### config.mk
export PLATFORM = sky130hd
export DESIGN_NAME = uart_word_transmit
export DESIGN_NICKNAME = d
export VERILOG_FILES = /design/src/rtl/uart_pkg.sv /design/src/rtl/uart_baud_tick.sv /design/src/rtl/uart_word_transmit.sv
export SDC_FILE = /design/constraint.sdc
export NUM_CORES = 1
export LEC_CHECK = 0
export CELL_PAD_IN_SITES_DETAIL_PLACEMENT = 1
export CELL_PAD_IN_SITES_GLOBAL_PLACEMENT = 2
export CORE_AREA = 10 10 146 81
export CTS_CLUSTER_SIZE = 25
export DETAILED_ROUTE_END_ITERATION = 10
export DIE_AREA = 0 0 156 91
export PLACE_DENSITY_LB_ADDON = 0.25
export SYNTH_ARGS = -nofsm -noshare
export SYNTH_HDL_FRONTEND = slang
export SYNTH_SLANG_ARGS = --single-unit
### constraint.sdc
create_clock -name clk_in -period 3.2 [get_ports clk_in]
set_clock_uncertainty 0.2 [all_clocks]
set_input_delay 0.64 -clock clk_in [delete_from_list [all_inputs] [get_ports clk_in]]
set_output_delay 0.64 -clock clk_in [all_outputs]
set_load 0.1 [all_outputs]
### src/rtl/uart_pkg.sv
// Shared types and helpers for the UART word transmitter.
package uart_pkg;

   typedef enum logic [1:0] {
      PAR_NONE = 2'd0,
      PAR_ODD  = 2'd1,
      PAR_EVEN = 2'd2
   } parity_e;

   typedef enum logic [2:0] {
      IDLE,
      START,
      DATA,
      PARITY,
      STOP
   } tx_state_e;

   // Clock cycles per bit time; the fractional part is dropped.
   function automatic int baud_div(input int clk_hz, input int baud);
      return clk_hz / baud;
   endfunction

endpackage

### src/rtl/uart_baud_tick.sv
// Bit-time counter: runs 0..DIV-1 while enabled and flags the last cycle of
// each bit. A clear restarts the bit so every state begins on a full bit time.
module uart_baud_tick #(
   parameter int DIV = 4
) (
   input  logic i_clk,
   input  logic i_rst,
   input  logic i_en,
   input  logic i_clr,
   output logic o_bit_end
);

   localparam int CW = (DIV > 1) ? $clog2(DIV) : 1;
   localparam logic [CW-1:0] LAST = CW'(DIV - 1);

   logic [CW-1:0] r_cnt;

   // Count cycles within the current bit, wrapping at the bit boundary.
   always_ff @(posedge i_clk or posedge i_rst) begin
      if (i_rst)
         r_cnt <= '0;
      else if (i_clr)
         r_cnt <= '0;
      else if (i_en)
         r_cnt <= (r_cnt == LAST) ? '0 : r_cnt + 1'b1;
   end

   assign o_bit_end = i_en && (r_cnt == LAST);

endmodule

### src/rtl/uart_word_transmit.sv
// Multi-byte UART transmitter: accepts a word on valid/ready and sends its
// bytes as back-to-back frames (start, 8 data LSB first, optional parity,
// 1 or 2 stop bits). All outputs come straight from flops.
module uart_word_transmit #(
   parameter int CLK_FREQ_HZ    = 100_000_000,
   parameter int BAUD_RATE      = 9600,
   parameter int WORD_BYTES     = 4,
   parameter int PARITY         = 0,
   parameter int STOP_BITS      = 1,
   parameter int MSB_BYTE_FIRST = 0
) (
   input  logic                    clk_in,
   input  logic                    rst_in,
   input  logic [8*WORD_BYTES-1:0] word_in,
   input  logic                    valid_in,
   output logic                    ready_out,
   output logic                    busy_out,
   output logic                    tx_wire_out,
   output logic                    byte_done_out,
   output logic                    word_done_out
);

   import uart_pkg::*;

   localparam int DIV   = baud_div(CLK_FREQ_HZ, BAUD_RATE);
   localparam int WW    = 8 * WORD_BYTES;
   localparam int IDX_W = $clog2(WORD_BYTES + 1);
   localparam logic [IDX_W-1:0] LAST_IDX  = IDX_W'(WORD_BYTES - 1);
   localparam logic [2:0]       LAST_STOP = 3'(STOP_BITS - 1);

   if (DIV < 2) begin : g_chk_div
      $error("uart_word_transmit: CLK_FREQ_HZ/BAUD_RATE must be >= 2");
   end
   if (STOP_BITS != 1 && STOP_BITS != 2) begin : g_chk_stop
      $error("uart_word_transmit: STOP_BITS must be 1 or 2");
   end
   if (PARITY < 0 || PARITY > 2) begin : g_chk_par
      $error("uart_word_transmit: PARITY must be 0, 1 or 2");
   end

   tx_state_e        r_state, w_state_nxt;
   logic [2:0]       r_bit,   w_bit_nxt;
   logic [7:0]       r_byte,  w_byte_nxt;
   logic [WW-1:0]    r_word,  w_word_nxt;
   logic [IDX_W-1:0] r_idx,   w_idx_nxt;
   logic             w_tx_nxt, w_byte_done, w_word_done;
   logic             w_bit_end, w_clr, w_en;
   logic             r_tx, r_ready, r_busy, r_byte_done, r_word_done;

   // Byte that goes on the line next, taken from the configured end of the word.
   function automatic logic [7:0] head_byte(input logic [WW-1:0] w);
      if (MSB_BYTE_FIRST != 0) return w[WW-1 -: 8];
      else                     return w[7:0];
   endfunction

   // Word with the head byte removed.
   function automatic logic [WW-1:0] pop_byte(input logic [WW-1:0] w);
      if (MSB_BYTE_FIRST != 0) return w << 8;
      else                     return w >> 8;
   endfunction

   function automatic logic par_bit(input logic [7:0] b);
      return (PARITY == int'(PAR_ODD)) ? ~^b : ^b;
   endfunction

   assign w_en  = (r_state != IDLE);
   assign w_clr = (w_state_nxt != r_state);

   uart_baud_tick #(.DIV(DIV)) u_tick (
      .i_clk     (clk_in),
      .i_rst     (rst_in),
      .i_en      (w_en),
      .i_clr     (w_clr),
      .o_bit_end (w_bit_end)
   );

   // Next-state, datapath and next line level; tx is derived from the state
   // being entered so the registered line changes exactly at bit boundaries.
   always_comb begin
      w_state_nxt = r_state;
      w_bit_nxt   = r_bit;
      w_byte_nxt  = r_byte;
      w_word_nxt  = r_word;
      w_idx_nxt   = r_idx;
      w_byte_done = 1'b0;
      w_word_done = 1'b0;
      case (r_state)
         IDLE: begin
            if (valid_in && r_ready) begin
               w_state_nxt = START;
               w_byte_nxt  = head_byte(word_in);
               w_word_nxt  = pop_byte(word_in);
               w_idx_nxt   = '0;
               w_bit_nxt   = '0;
            end
         end
         START: begin
            if (w_bit_end) w_state_nxt = DATA;
         end
         DATA: begin
            if (w_bit_end) begin
               if (r_bit == 3'd7) begin
                  w_bit_nxt   = '0;
                  w_state_nxt = (PARITY == int'(PAR_NONE)) ? STOP : uart_pkg::PARITY;
               end else begin
                  w_bit_nxt = r_bit + 3'd1;
               end
            end
         end
         uart_pkg::PARITY: begin
            if (w_bit_end) w_state_nxt = STOP;
         end
         STOP: begin
            if (w_bit_end) begin
               if (r_bit == LAST_STOP) begin
                  w_bit_nxt   = '0;
                  w_byte_done = 1'b1;
                  if (r_idx == LAST_IDX) begin
                     w_word_done = 1'b1;
                     w_state_nxt = IDLE;
                  end else begin
                     w_state_nxt = START;
                     w_idx_nxt   = r_idx + 1'b1;
                     w_byte_nxt  = head_byte(r_word);
                     w_word_nxt  = pop_byte(r_word);
                  end
               end else begin
                  w_bit_nxt = r_bit + 3'd1;
               end
            end
         end
         default: w_state_nxt = IDLE;
      endcase

      case (w_state_nxt)
         START:            w_tx_nxt = 1'b0;
         DATA:             w_tx_nxt = w_byte_nxt[w_bit_nxt];
         uart_pkg::PARITY: w_tx_nxt = par_bit(w_byte_nxt);
         default:          w_tx_nxt = 1'b1;
      endcase
   end

   // FSM state register.
   always_ff @(posedge clk_in or posedge rst_in) begin
      if (rst_in) r_state <= IDLE;
      else        r_state <= w_state_nxt;
   end

   // Bit/byte counters and the byte and word shift registers.
   always_ff @(posedge clk_in or posedge rst_in) begin
      if (rst_in) begin
         r_bit  <= '0;
         r_byte <= '0;
         r_word <= '0;
         r_idx  <= '0;
      end else begin
         r_bit  <= w_bit_nxt;
         r_byte <= w_byte_nxt;
         r_word <= w_word_nxt;
         r_idx  <= w_idx_nxt;
      end
   end

   // Registered outputs; reset forces the line high and the handshake idle.
   always_ff @(posedge clk_in or posedge rst_in) begin
      if (rst_in) begin
         r_tx        <= 1'b1;
         r_ready     <= 1'b1;
         r_busy      <= 1'b0;
         r_byte_done <= 1'b0;
         r_word_done <= 1'b0;
      end else begin
         r_tx        <= w_tx_nxt;
         r_ready     <= (w_state_nxt == IDLE);
         r_busy      <= (w_state_nxt != IDLE);
         r_byte_done <= w_byte_done;
         r_word_done <= w_word_done;
      end
   end

   assign tx_wire_out   = r_tx;
   assign ready_out     = r_ready;
   assign busy_out      = r_busy;
   assign byte_done_out = r_byte_done;
   assign word_done_out = r_word_done;

endmodule

# After elaboration in Yosys (flattened, before gate mapping)

Cells that the tools add are included.

Add/subtract/negate cells: 3
Magnitude comparators: 1
Reduce and logical (&&, ||, !) cells: 11
Mux-type cells: 43
Eq/ne operators: 15

Operators with widths:

| operator              | count |
|---|---|
| $mux 32               | 4 |
| $pmux 32 s2           | 1 |
| $mux 3                | 16 |
| $mux 14               | 3 |
| $mux 8                | 4 |
| $pmux 8 s2            | 1 |
| $eq 3x2->1 const B    | 5 |
| $pmux 3 s5            | 1 |
| $add 14x1->14 const B | 1 |
| $eq 14x14->1 const B  | 1 |
| $logic_not 3->1       | 3 |
| $mux 1                | 9 |
| $pmux 3 s3            | 1 |
| $reduce_xor 8->1      | 1 |
| $add 3x1->3 const B   | 2 |
| $eq 3x1->1 const B    | 2 |
| $eq 3x3->1 const B    | 2 |
| $ne 2x2->1 const B    | 3 |
| $pmux 3 s2            | 1 |
| $reduce_bool 3->1     | 2 |
| $reduce_and 5->1      | 1 |
| $lt 3x4->1 const B    | 1 |
| $reduce_bool 2->1     | 2 |
| $bmux 1 s3            | 1 |
| other kinds (4)       | 5 |

Input bits: 35
Output and inout port bits: 5
Word-level logic and storage cells: 84
Bits in registers: 68

# Depth between registers and ports, before layout

Depth in word-level cells: 8
Depth in mapped cells: 12
Mapped depth without buffers: 10

# By module

Synthesis repeated with hierarchy kept, for this count alone.

Cells, all modules: 330
Area, all modules: 3,159.3 sq um

By module, submodules not included:

| module             | instances | area each (sq um) | cells an instance |
|---|---|---|---|
| uart_word_transmit | 1         | 2,333.5           | 248 |
| uart_baud_tick     | 1         | 825.8             | 82 |

# Worst setup path before layout

OpenSTA, ideal clock, no wires.

Kind: register -> register
From: reg u_tick.r_cnt[9]
To: reg r_tx (netlist: tx_wire_out)
Arrival time: 2,639 ps
Stages on the path, launching flop included: 9
Path buffers: 0
Library setup time: 94 ps
Slack: 267 ps
Cells stage by stage: dfrtp_1 > or4_4 > nor4_4 > a21oi_2 > a221o_1 > xor2_1 > xnor3_1 > xnor2_1 > o311ai_2

Word-level cells in the longest chain between the ends: 7

RTL lines:

| item                         | RTL line                  | RTL |
|---|---|---|
| start: declaration           | uart_baud_tick.sv:16      | `logic [CW-1:0] r_cnt;` |
| start signal: assignment     | uart_baud_tick.sv:25      | `r_cnt <= (r_cnt == LAST) ? '0 : r_cnt + 1'b1;` |
| $eq 14x14->1 *               | uart_baud_tick.sv:28      | `assign o_bit_end = i_en && (r_cnt == LAST);` |
| $logic_and 1x1->1 *          | uart_baud_tick.sv:28      |  |
| $mux 8 *                     | uart_word_transmit.sv:114 | `if (w_bit_end) begin` |
| $pmux 8 s2 *                 | uart_word_transmit.sv:87  | `case (r_state)` |
| named net w_byte_nxt[0]      | uart_word_transmit.sv:43  | `logic [7:0] r_byte, w_byte_nxt;` |
| $bmux 1 s3                   | uart_word_transmit.sv:137 | `DATA: w_tx_nxt = w_byte_nxt[w_bit_nxt];` |
| $mux 1 (not written as such) | uart_word_transmit.sv:137 |  |
| $pmux 1 s3 *                 | uart_word_transmit.sv:135 | `case (w_state_nxt)` |
| named net w_tx_nxt           | uart_word_transmit.sv:46  | `logic w_tx_nxt, w_byte_done, w_word_done;` |
| end signal: assignment       | uart_word_transmit.sv:173 | `r_tx <= w_tx_nxt;` |
| end: declaration             | uart_word_transmit.sv:48  | `logic r_tx, r_ready, r_busy, r_byte_done, r_word_done;` |

The timed path passes the listed nets; every way through them passes the cells marked *. The select of a mux whose other input is x is not followed.
A chain may end at the register's enable or synchronous reset.

# Final worst setup path

From: reg r_idx[0]
To: reg r_tx (netlist: tx_wire_out)

Word-level cells in the longest chain between the ends: 8

RTL lines:

| item                         | RTL line                  | RTL |
|---|---|---|
| start: declaration           | uart_word_transmit.sv:45  | `logic [IDX_W-1:0] r_idx, w_idx_nxt;` |
| start signal: assignment     | uart_word_transmit.sv:160 | `r_idx <= w_idx_nxt;` |
| $eq 3x2->1 *                 | uart_word_transmit.sv:118 | `if (r_idx == LAST_IDX) begin` |
| $mux 8 *                     | uart_word_transmit.sv:118 |  |
| $mux 8 *                     | uart_word_transmit.sv:115 | `if (r_bit == LAST_STOP) begin` |
| $mux 8 *                     | uart_word_transmit.sv:114 |  |
| $pmux 8 s2 *                 | uart_word_transmit.sv:87  |  |
| named net w_byte_nxt[4]      | uart_word_transmit.sv:43  |  |
| $bmux 1 s3                   | uart_word_transmit.sv:137 |  |
| $mux 1 (not written as such) | uart_word_transmit.sv:137 |  |
| $pmux 1 s3 *                 | uart_word_transmit.sv:135 |  |
| named net w_tx_nxt           | uart_word_transmit.sv:46  |  |

Marked as above.

==> results list <==
- Result of the run: completed
* Number of iterations in the first detailed-routing pass: 4
- sky130_fd_sc_hd__dfrtp_1 is the most common cell in the netlist.
- Vertical extent of the die: 91 µm
* Maximum count of clock buffers along a single path: 2
* Critical path startpoint category: flip-flop
- Maximum fanout count along the critical path: 3
* Effective utilization at floorplan: 0.3424
- For this design the ratio of total power to cell area is 431.9 mW/mm².
- Detailed placement ended at an HPWL of 7267 µm.
* Crit Path Class: reg2reg
* Final Hold Viols: 0
* Num CTS Buffers: 9
- Xor/xnor share of the synthesized area: 0.04475
- The worst hold path belongs to the class reg2reg.
- The critical path goes through ha_1 > ha_1 > or4_1 > o21a_1 > a221o_1 > xor2_1 > xnor3_1 > xnor2_1 > o311ai_2.
- Post-route clock period utilization: 0.9419
- In the routed design, unresolved DRC markers number 0.
- Setup violations remaining at the end of the flow were counted as 0.
- For this run, the register share of the synthesized area comes to 0.4760.
- The first global-routing pass estimated 15470 µm of wire.
- The net count of the finished layout is 426.
- Cell types with the largest area share after synthesis: sky130_fd_sc_hd__dfrtp_1 (46%), sky130_fd_sc_hd__mux2i_1 (6.3%), sky130_fd_sc_hd__nand2_1 (6.2%)
* Number of enable flip-flop cells after synthesis: 0
- Peak VDD IR: 0.0002331 V
* Max Cap Viol: 0
- The number of antenna diodes in the final layout is 0.
- Setup total negative slack on the finished layout was measured at 0 ns.
- Fraction of the mapped netlist area in compound gates: 0.1564
- The largest individual stage delay along the critical path comes from the cell sky130_fd_sc_hd__or4_1.
* Number of slew-limit violations in the final report: 0
- For this design the top-level I/O count stands at 40.
* CTS tree: yes
- Area of the mapped netlist: 0.003159 mm²
- During placement, the flow inserted port buffers numbering 39.
- Final critical delay including setup and external delays: 3.014 ns
* Core area: 0.009228 mm²
* Cells after synthesis: 328
- The via count of the first global-routing pass was 2688.
- In the final routed layout, each cell accounts on average for 18.62 µm.
- Synthesis instantiated 50 different standard cells from the library.
- Number of storage elements in the synthesis netlist: 60
- The share of synthesized area in the top cell type comes to 0.4594.
- Synthesized area per cell: 9.632 µm²
- Dividing the detail-routed via count by the number of cells gives 5.194.
- Measured against the total synthesized area, the mux share comes to 0.06337.
- In the synthesized netlist the async set-or-reset flop fraction comes to 1.000.
- The number of antenna violations at the first check in global routing came to 0.
- Prior to clock tree synthesis, the placed netlist has a worst setup slack of -0.05397 ns.
* Area of all placed cells without fillers: 0.004101 mm²
- Maximum number of pins on one net before global-route repair: 25
- Via count: 2649
* Slew at the pin with the worst max-slew slack: 0.8846 ns
* Setup slack of the critical path after layout: 0.1858 ns
- Number of placement rows: 25
- Overflow left after global routing: 0
* Dominant combinational cell family by area after synthesis: simple AND/OR/NAND/NOR gates
* Ratio of cells with drive above 1 in the final layout: 0.1414
- Across every metal layer, demand over resource in global routing totals 0.1387.
- In this run the remaining antenna-violating nets after routing total 0.
* Worst path most repeated cell: sky130_fd_sc_hd__ha_1
* Simple-gate share of the synthesized area: 0.2028
- Static leakage: 1.965 nW
* Layout area overhead: 29.82%
- Summing all placed instances gives a cell area of 0.003799 mm².
- Top achievable clock speed: 331.8 MHz
* Top cells by instance count after synthesis: sky130_fd_sc_hd__dfrtp_1 (58), sky130_fd_sc_hd__nand2_1 (52), sky130_fd_sc_hd__o21ai_0 (38)
* RSZ-0062 raised after global routing: no
- The tree is rooted in a sky130_fd_sc_hd__clkbuf_16.
* Kind of capture point of the worst setup path: flip-flop
- Yosys warning count: 0
- Num Clock Sinks: 60
- Among all flip-flop cells after synthesis, the most frequent one is sky130_fd_sc_hd__dfrtp_1.
- Routability-driven placement finished with a final weighted congestion of 0.8562.
- Wire length after detailed routing: 9496 µm
- Of the total synthesized cell area, the portion taken by full adders, half adders and majority gates is 0.02376.
- The largest single stage delay on the critical path is 0.52 ns.
* Required time worst endpoint: 3.24 ns
- In this run the tightest slew margin relative to its limit is 0.4057.
* Data arrival time of the critical path: 3.05 ns
- The first routing iteration left 169 violations.
- Syn_nets: 369
- Clock latency at the later pin of the worst-skew pair: 0.33 ns
- In this run the horizontal extent of the chip is 156 µm.
- The biggest area contributor in the post-synthesis netlist is sky130_fd_sc_hd__dfrtp_1.
- The die covers 0.01420 mm².
- Number of H-tree branching levels: 3
- Clock slew seen by the registers of the worst setup and hold paths: 0.05 ns
## through the flow
stage          power [W]  hold WS, ns    util  std cells
2_1_floorplan  0.0007890       0.2418       -        328
3_3_place_gp   0.0008408       0.2601  0.4117        494
3_5_place_dp   0.0008407       0.2679  0.4117        494
4_1_cts         0.001797       0.2798  0.4426        509
5_1_grt         0.001847       0.3047  0.4445        510
6_report        0.001771       0.2791  0.4445        510
## final cells by class
class	count	area [µm²]
inverter	9	33.78
clock buffer	13	250.2
multi-input combinational	241	1562
tap	121	151.4
fill	1030	5126
sequential	60	1504
clock inverter	2	35.03
timing repair buffer	64	565.5
## state kept, by name (all words and copies together), names as in the netlist
name,flops
byte_done_out,1
busy_out,1
r_state,3
ready_out,1
u_tick.r_cnt,14
r_byte,8
r_bit,3
tx_wire_out,1
r_word,24
word_done_out,1
r_idx,3
## path summary, 6_finish.rpt
| check | depth (start not counted) | to | startpoint | slack, ns |
|---|---|---|---|---|
| min | 2 | r_word[11] | r_word[11] | 0.28 |
| max | 9 | tx_wire_out | r_idx[0] | 0.19 |
| min reg2reg | 2 | r_word[11] | r_word[11] | 0.28 |
| max reg2reg | 9 | tx_wire_out | r_idx[0] | 0.19 |
| max in group asynchronous | 3 | ready_out | rst_in | 1.62 |
| min in group asynchronous | 2 | r_word[0] | rst_in | 0.46 |
## per-layer routing
| metal | GRT usage | vias up | part of all wire |
|---|---|---|---|
| met2 | 0.1764 | 49 | 0.39 |
| met4 | 0.04926 | 0 | 0.013 |
| met5 | 0 | - | 0 |
| met3 | 0.04284 | 8 | 0.060 |
| met1 | 0.2095 | 1299 | 0.54 |
| li1 | - | 1293 | - |
## power by group
part	internal, W	total, W	switching [W]
Clock	0.000618	0.000945	0.000327
Combinational	0.0000413	0.0000665	0.0000252
Sequential	0.000760	0.000760	0
## cell usage in the layout (no fill, tap or decap), types with 9 or more instances in the layout
master / netlist / routed
sky130_fd_sc_hd__nor2_1: 22 / 22
sky130_fd_sc_hd__dfrtp_1: 58 / 58
sky130_fd_sc_hd__o21ai_0: 38 / 38
sky130_fd_sc_hd__nand4_1: 9 / 9
sky130_fd_sc_hd__xor2_1: 9 / 9
sky130_fd_sc_hd__mux2i_1: 20 / 20
sky130_fd_sc_hd__clkbuf_16: 0 / 9
sky130_fd_sc_hd__nand2_1: 52 / 52
sky130_fd_sc_hd__buf_4: 0 / 30
sky130_fd_sc_hd__clkdlybuf4s50_1: 0 / 34
## cell families (layout without fill, tap and decap cells)
family | Yosys count | in the layout
XOR/XNOR | 13 | 13
adder cells (fa/ha/maj) | 6 | 6
AND/OR/NAND/NOR | 126 | 126
flip-flops | 60 | 60
multiplexers | 20 | 20
buffers and inverters | 27 | 88
AO/OA/AOI/OAI | 76 | 76
## critical path, delay by kind of cell (launching register included)
family | cells | cell delay, ns
AO/OA/AOI/OAI | 3 | 0.80
AND/OR/NAND/NOR | 1 | 0.52
flip-flops | 1 | 0.39
adder cells (fa/ha/maj) | 2 | 0.41
XOR/XNOR | 3 | 0.61
## timing repair
item | 4_1_cts | 5_1_grt
buffers inserted | 0 | 1
hold endpoints to repair | 0 | 0
gates resized for setup | 0 | 3
endpoints found under the setup margin | 0 | 1
hold buffers | 0 | 0
Note: power is estimated with default switching activity, not from simulation.
